File: config.mk
export PLATFORM = sky130hd
export DESIGN_NAME = control_unit
export DESIGN_NICKNAME = d
export VERILOG_FILES = /design/src/rtl/control_unit.sv
export SDC_FILE = /design/constraint.sdc
export NUM_CORES = 1
export LEC_CHECK = 0
export ABC_AREA = 1
export ABC_CLOCK_PERIOD_IN_PS = 4700
export BUFFER_PORTS_ARGS = -buffer_cell sky130_fd_sc_hd__buf_2
export CAP_MARGIN = 20
export CORE_ASPECT_RATIO = 0.6
export CORE_MARGIN = 4
export CORE_UTILIZATION = 25
export DETAILED_ROUTE_END_ITERATION = 12
export PLACE_DENSITY_LB_ADDON = 0.1
export SYNTH_ARGS = -nofsm -noshare
export SYNTH_HDL_FRONTEND = slang
export SYNTH_SLANG_ARGS = --single-unit
File: constraint.sdc
create_clock -name clk -period 4.7 [get_ports clk]
set_input_delay 1.41 -clock clk [delete_from_list [all_inputs] [get_ports clk]]
set_output_delay 1.41 -clock clk [all_outputs]
set_load 0.05 [all_outputs]
File: src/rtl/control_unit.sv
// control_unit: multi-cycle sequencer for an 18-bit instruction set.
//   FETCH -> DECODE -> EXECUTE -> WRITEBACK for ALU ops; JMP/HALT/illegal resolve in DECODE.
//   Fetch stalls indefinitely on imem_ack=0; every strobe is decoded from state_q/ir_q only.
// Ports:
//   clk, reset (async, active-high), start  - clocking / control
//   imem_req/imem_addr/imem_data/imem_ack    - instruction fetch handshake
//   rf_raddr1/rf_raddr2/rf_waddr/rf_we       - register-file read/write control
//   alu_select/alu_enable/imm_sel/imm_value  - ALU control and immediate operand
//   halted/illegal_op/instr_count            - status
module control_unit #(
   parameter int PC_WIDTH = 10
) (
   input  logic                clk,
   input  logic                reset,
   input  logic                start,
   output logic                imem_req,
   output logic [PC_WIDTH-1:0] imem_addr,
   input  logic [17:0]         imem_data,
   input  logic                imem_ack,
   output logic [3:0]          rf_raddr1,
   output logic [3:0]          rf_raddr2,
   output logic [3:0]          rf_waddr,
   output logic                rf_we,
   output logic [1:0]          alu_select,
   output logic                alu_enable,
   output logic                imm_sel,
   output logic [17:0]         imm_value,
   output logic                halted,
   output logic                illegal_op,
   output logic [15:0]         instr_count
);

   typedef enum logic [2:0] {
      ST_IDLE      = 3'd0,
      ST_FETCH     = 3'd1,
      ST_DECODE    = 3'd2,
      ST_EXECUTE   = 3'd3,
      ST_WRITEBACK = 3'd4,
      ST_HALTED    = 3'd5
   } state_t;

   state_t              state_q, state_d;
   logic [PC_WIDTH-1:0] pc_q, pc_d;
   logic [17:0]         ir_q, ir_d;
   logic [15:0]         cnt_q, cnt_d;

   // Instruction fields
   logic [3:0]          opcode;
   logic [3:0]          rd;
   logic [3:0]          rs1;
   logic [3:0]          rs2;
   logic [17:0]         imm_sext;
   logic [PC_WIDTH-1:0] target;
   logic [15:0]         cnt_inc;

   assign opcode   = ir_q[17:14];
   assign rd       = ir_q[13:10];
   assign rs1      = ir_q[9:6];
   assign rs2      = ir_q[5:2];
   assign imm_sext = {{12{ir_q[5]}}, ir_q[5:0]};
   assign target   = ir_q[PC_WIDTH-1:0];

   // Retired-instruction counter sticks at all-ones rather than wrapping.
   assign cnt_inc  = (cnt_q == 16'hFFFF) ? cnt_q : cnt_q + 16'd1;

   assign imem_addr   = pc_q;
   assign instr_count = cnt_q;

   always_ff @(posedge clk or posedge reset) begin
      if (reset) begin
         state_q <= ST_IDLE;
         pc_q    <= '0;
         ir_q    <= '0;
         cnt_q   <= '0;
      end else begin
         state_q <= state_d;
         pc_q    <= pc_d;
         ir_q    <= ir_d;
         cnt_q   <= cnt_d;
      end
   end

   always_comb begin
      state_d    = state_q;
      pc_d       = pc_q;
      ir_d       = ir_q;
      cnt_d      = cnt_q;
      imem_req   = 1'b0;
      rf_raddr1  = 4'd0;
      rf_raddr2  = 4'd0;
      rf_waddr   = 4'd0;
      rf_we      = 1'b0;
      alu_select = 2'b00;
      alu_enable = 1'b0;
      imm_sel    = 1'b0;
      imm_value  = 18'd0;
      halted     = 1'b0;
      illegal_op = 1'b0;

      case (state_q)
         ST_IDLE: begin
            if (start) state_d = ST_FETCH;
         end

         ST_FETCH: begin
            imem_req = 1'b1;
            if (imem_ack) begin
               ir_d    = imem_data;
               pc_d    = pc_q + 1'b1;
               state_d = ST_DECODE;
            end
         end

         ST_DECODE: begin
            if (!opcode[3]) begin
               // ALU op: opcode[2] picks immediate vs. register operand2
               rf_raddr1 = rs1;
               if (opcode[2]) begin
                  imm_sel   = 1'b1;
                  imm_value = imm_sext;
               end else begin
                  rf_raddr2 = rs2;
               end
               state_d = ST_EXECUTE;
            end else if (opcode == 4'b1000) begin
               pc_d    = target;
               cnt_d   = cnt_inc;
               state_d = ST_FETCH;
            end else if (opcode == 4'b1111) begin
               cnt_d   = cnt_inc;
               state_d = ST_HALTED;
            end else begin
               // Undefined opcode: flag it and drop the instruction.
               illegal_op = 1'b1;
               state_d    = ST_FETCH;
            end
         end

         ST_EXECUTE: begin
            // Only ALU ops reach here, so opcode[3] is known to be 0.
            alu_enable = 1'b1;
            alu_select = opcode[1:0];
            imm_sel    = opcode[2];
            rf_raddr1  = rs1;
            if (opcode[2]) imm_value = imm_sext;
            else           rf_raddr2 = rs2;
            state_d    = ST_WRITEBACK;
         end

         ST_WRITEBACK: begin
            rf_we    = 1'b1;
            rf_waddr = rd;
            cnt_d    = cnt_inc;
            state_d  = ST_FETCH;
         end

         ST_HALTED: begin
            halted = 1'b1;
         end

         default: state_d = ST_IDLE;
      endcase
   end

endmodule

==> results.cfg <==
[worst_setup_path]
arrival_ps = 2460
path_buf_inv = 2
start_kind = flip-flop
crit_fanout = 15
cp-startpoint = state_q[0]$_DFFE_PP0P_
cp-endpoint = imm_value[14]
cp.required_ps = 3290
worst-path-stages = 6
worst-setup-path-type = flip-flop to output pin
ff2ff_setup_slack_ps = 2850
crit_top_cell = nor2_1
path_cells = inv_2 -> nand3_2 -> nor2_1 -> nor2_1 -> nor3_2 -> buf_2
critical-path-max-stage-delay_ps = 450
slowest_stage = dfrtp_1
crit_family = simple AND/OR/NAND/NOR gates
r2r_start = state_q[0]$_DFFE_PP0P_
r2r-end = instr_count[11]$_DFFE_PP0P_
r2r_cells = 8
cp-end-kind = output pin

[die]
core_area_mm2 = 0.0114
die_w_um = 148
die_h_um = 92.3
initial_core_util_pct = 25.9
num_rows = 30
die-area_mm2 = 0.0137
pin_count = 86

[global_route]
antenna_found_initial = 0
grtUsageMet1_pct = 21.8
grt_pass1_wl_um = 14600
met2_usage_pct = 17.2
grt_max_degree = 37
overflow = 0
grt_pass1_vias = 2599
top_usage_layer = met1
grt_usage_pct = 13.5
grt_util_met3_pct = 4.35

[clock_network]
cts_buffers = 5
cts_tree = done
htree_levels = 2
postCtsSetupBuffers = 0
clkTransAtPathRegs_ps = 70
clock_sinks = 47
ctsHoldBuffers = 0
clockBufferDepth = 2
clock_latency_ps = 290
cts.repair.resized = 0
clockRootBuffer = clkbuf_16

[drt]
firstDrtPassIters = 4
vias = 2738
drt_iter0_drc = 201
viasPerCell = 4.21
ant_nets = 0
wl_per_cell_um = 13.9
drt_wl_total_um = 9020
drc = 0

[logic_synthesis]
netlist_area_mm2 = 0.00296
synth-compound-area-share_pct = 6.30
synth_top_family_by_area = simple AND/OR/NAND/NOR gates
yosysSeqAreaShare_pct = 39.7
syn_nets = 440
yosysUniqueCellTypes = 29
yosysWarnings = 0
synth_xor_xnor_area_share_pct = 2.07
syn_area_per_cell_um2 = 7.12
synthMuxAreaShare_pct = 0
syn_inst = 416
synth-adder-area-share_pct = 0.845
synthSimpleGateAreaFrac_pct = 39.9
yosys_register_bits = 47

[power]
power.total_mw = 2.37
powerDensity_mw_per_mm2 = 662
p_leak_nw = 1.92
peakVddDrop_mv = 0.198

[sta]
hold_viol = 0
fin_crit_sh_pct = 82.4
worst_pin_slew_ps = 807
clock_skew_ps = 6.78
grt_setup_unrepaired = false
setup_viol = 0
min_period_ps = 3870
slew_viol_final = 0
relSlewSlack_pct = 46.1
clock.fmax_mhz = 258
setup_tns_ps = 0
timing.final.ws_setup_ps = 829

[outcome]
status = finished, final reports clean

[placement]
io_buffers = 85
dp_slack_ps = 1110
dp_hpwl_um = 6950
place.gp.congestion = 0.797

[job]
max-cap-violations = 0

[min_path]
hold_class = flip-flop to flip-flop

[cells_and_area]
finalNetCount = 513
diodes = 0
area_growth_pct = 21.1
final_layout_size_suffix_gt1_share_pct = 25.9
## metrics by stage
step / hold WS, ps / util [%] / std cells / area (µm²)
after floorplan: 481 / - / 416 / 2970
after global placement: 493 / 30.1 / 642 / 3440
after detailed placement: 502 / 30.1 / 642 / 3440
after CTS: 519 / 31.3 / 650 / 3580
after global routing: 546 / 31.3 / 650 / 3580
final: 514 / 31.3 / 650 / 3580
## sequential cells by signal, indices dropped and copies added (netlist names)
name         cells
state_q          3
ir_q            18
imem_addr       10
instr_count     16
## area by class of cell
type | count | area, µm²
Fill cell | 1263 | 7860
Multi-Input combinational cell | 304 | 1460
Timing Repair Buffer | 86 | 433
Clock inverter | 3 | 18.8
Inverter | 45 | 171
Sequential cell | 47 | 1180
Clock buffer | 5 | 125
Tap cell | 160 | 200
## worst min-delay path by stage
stage	cells past startpoint	to	slack (ps)	startpoint
2_1_floorplan	2	ir_q[10]$_DFFE_PP0P_	480	ir_q[10]$_DFFE_PP0P_
3_3_place_gp	2	ir_q[12]$_DFFE_PP0P_	490	ir_q[12]$_DFFE_PP0P_
3_5_place_dp	2	ir_q[12]$_DFFE_PP0P_	500	ir_q[12]$_DFFE_PP0P_
4_1_cts	2	ir_q[12]$_DFFE_PP0P_	520	ir_q[12]$_DFFE_PP0P_
5_1_grt	2	ir_q[13]$_DFFE_PP0P_	550	ir_q[13]$_DFFE_PP0P_
6_report	2	ir_q[12]$_DFFE_PP0P_	510	ir_q[12]$_DFFE_PP0P_
## worst reg2reg max path: cells and delay by family (launching register included)
kind / cells / cell delay (ps)
DFF: 1 / 450
buffers and inverters: 1 / 110
and+or+nand+nor: 7 / 1230
## logic make-up (layout without fill, tap and decap cells)
logic type,Yosys count,after routing
AO/OA/AOI/OAI,34,34
AND/OR/NAND/NOR,261,261
adder cells (fa/ha/maj),2,2
flip-flops,47,47
XOR/XNOR,7,7
buffers and inverters,65,139
## cells in the final DEF (no fill, tap or decap)
cell,n
o211ai_1,1
nand2_1,126
nor2_2,3
clkinv_2,2
clkbuf_16,5
a21oi_1,18
dfrtp_1,47
ha_1,2
o21bai_1,1
inv_2,5
o21ai_0,11
inv_1,39
inv_4,1
nand3_2,4
nand2_2,7
inv_6,1
nand2_4,3
nor3_1,5
buf_2,85
nand3b_1,4
nand3_1,24
xnor2_1,4
nand3_4,1
nor2_8,1
nor3_2,1
xor2_1,3
o21ai_2,3
nor2_1,71
buf_4,1
nand4_1,7
nor2_4,4
## per-layer routing
layer	vias to the layer above	wire (µm)
met1	1253	5070
met5	-	0
li1	1434	-
met2	49	3390
met3	2	528
met4	0	19
## cells in the mapped netlist
cell,number,area [µm²]
nand3b_1,4,30.0
nand4_1,7,43.8
ha_1,2,25.0
o21ai_0,11,55.1
nand2_1,126,473
o21ai_2,3,26.3
nand3_4,1,17.5
nand2_4,3,33.8
nand2_2,7,43.8
inv_2,4,15.0
inv_4,1,6.26
nor2_8,1,20.0
dfrtp_1,47,1180
buf_12,1,20.0
xnor2_1,4,35.0
nand3_2,4,40.0
inv_1,40,150
o21bai_1,1,7.51
nor2_1,71,267
nor2_4,4,45.0
buf_6,2,22.5
o211ai_1,1,7.51
nor2_2,3,18.8
buf_2,5,25.0
buf_4,12,90.1
nor3_1,6,30.0
xor2_1,3,26.3
a21oi_1,18,90.1
nand3_1,24,120
## report_power, final
part           internal (mW)  switching, mW  total [mW]
clock network          0.198          0.167       0.365
registers              0.547          0.137       0.684
logic                  0.314           1.01        1.32
total                   1.06           1.32        2.37
Power figures use the tool's default switching activity.
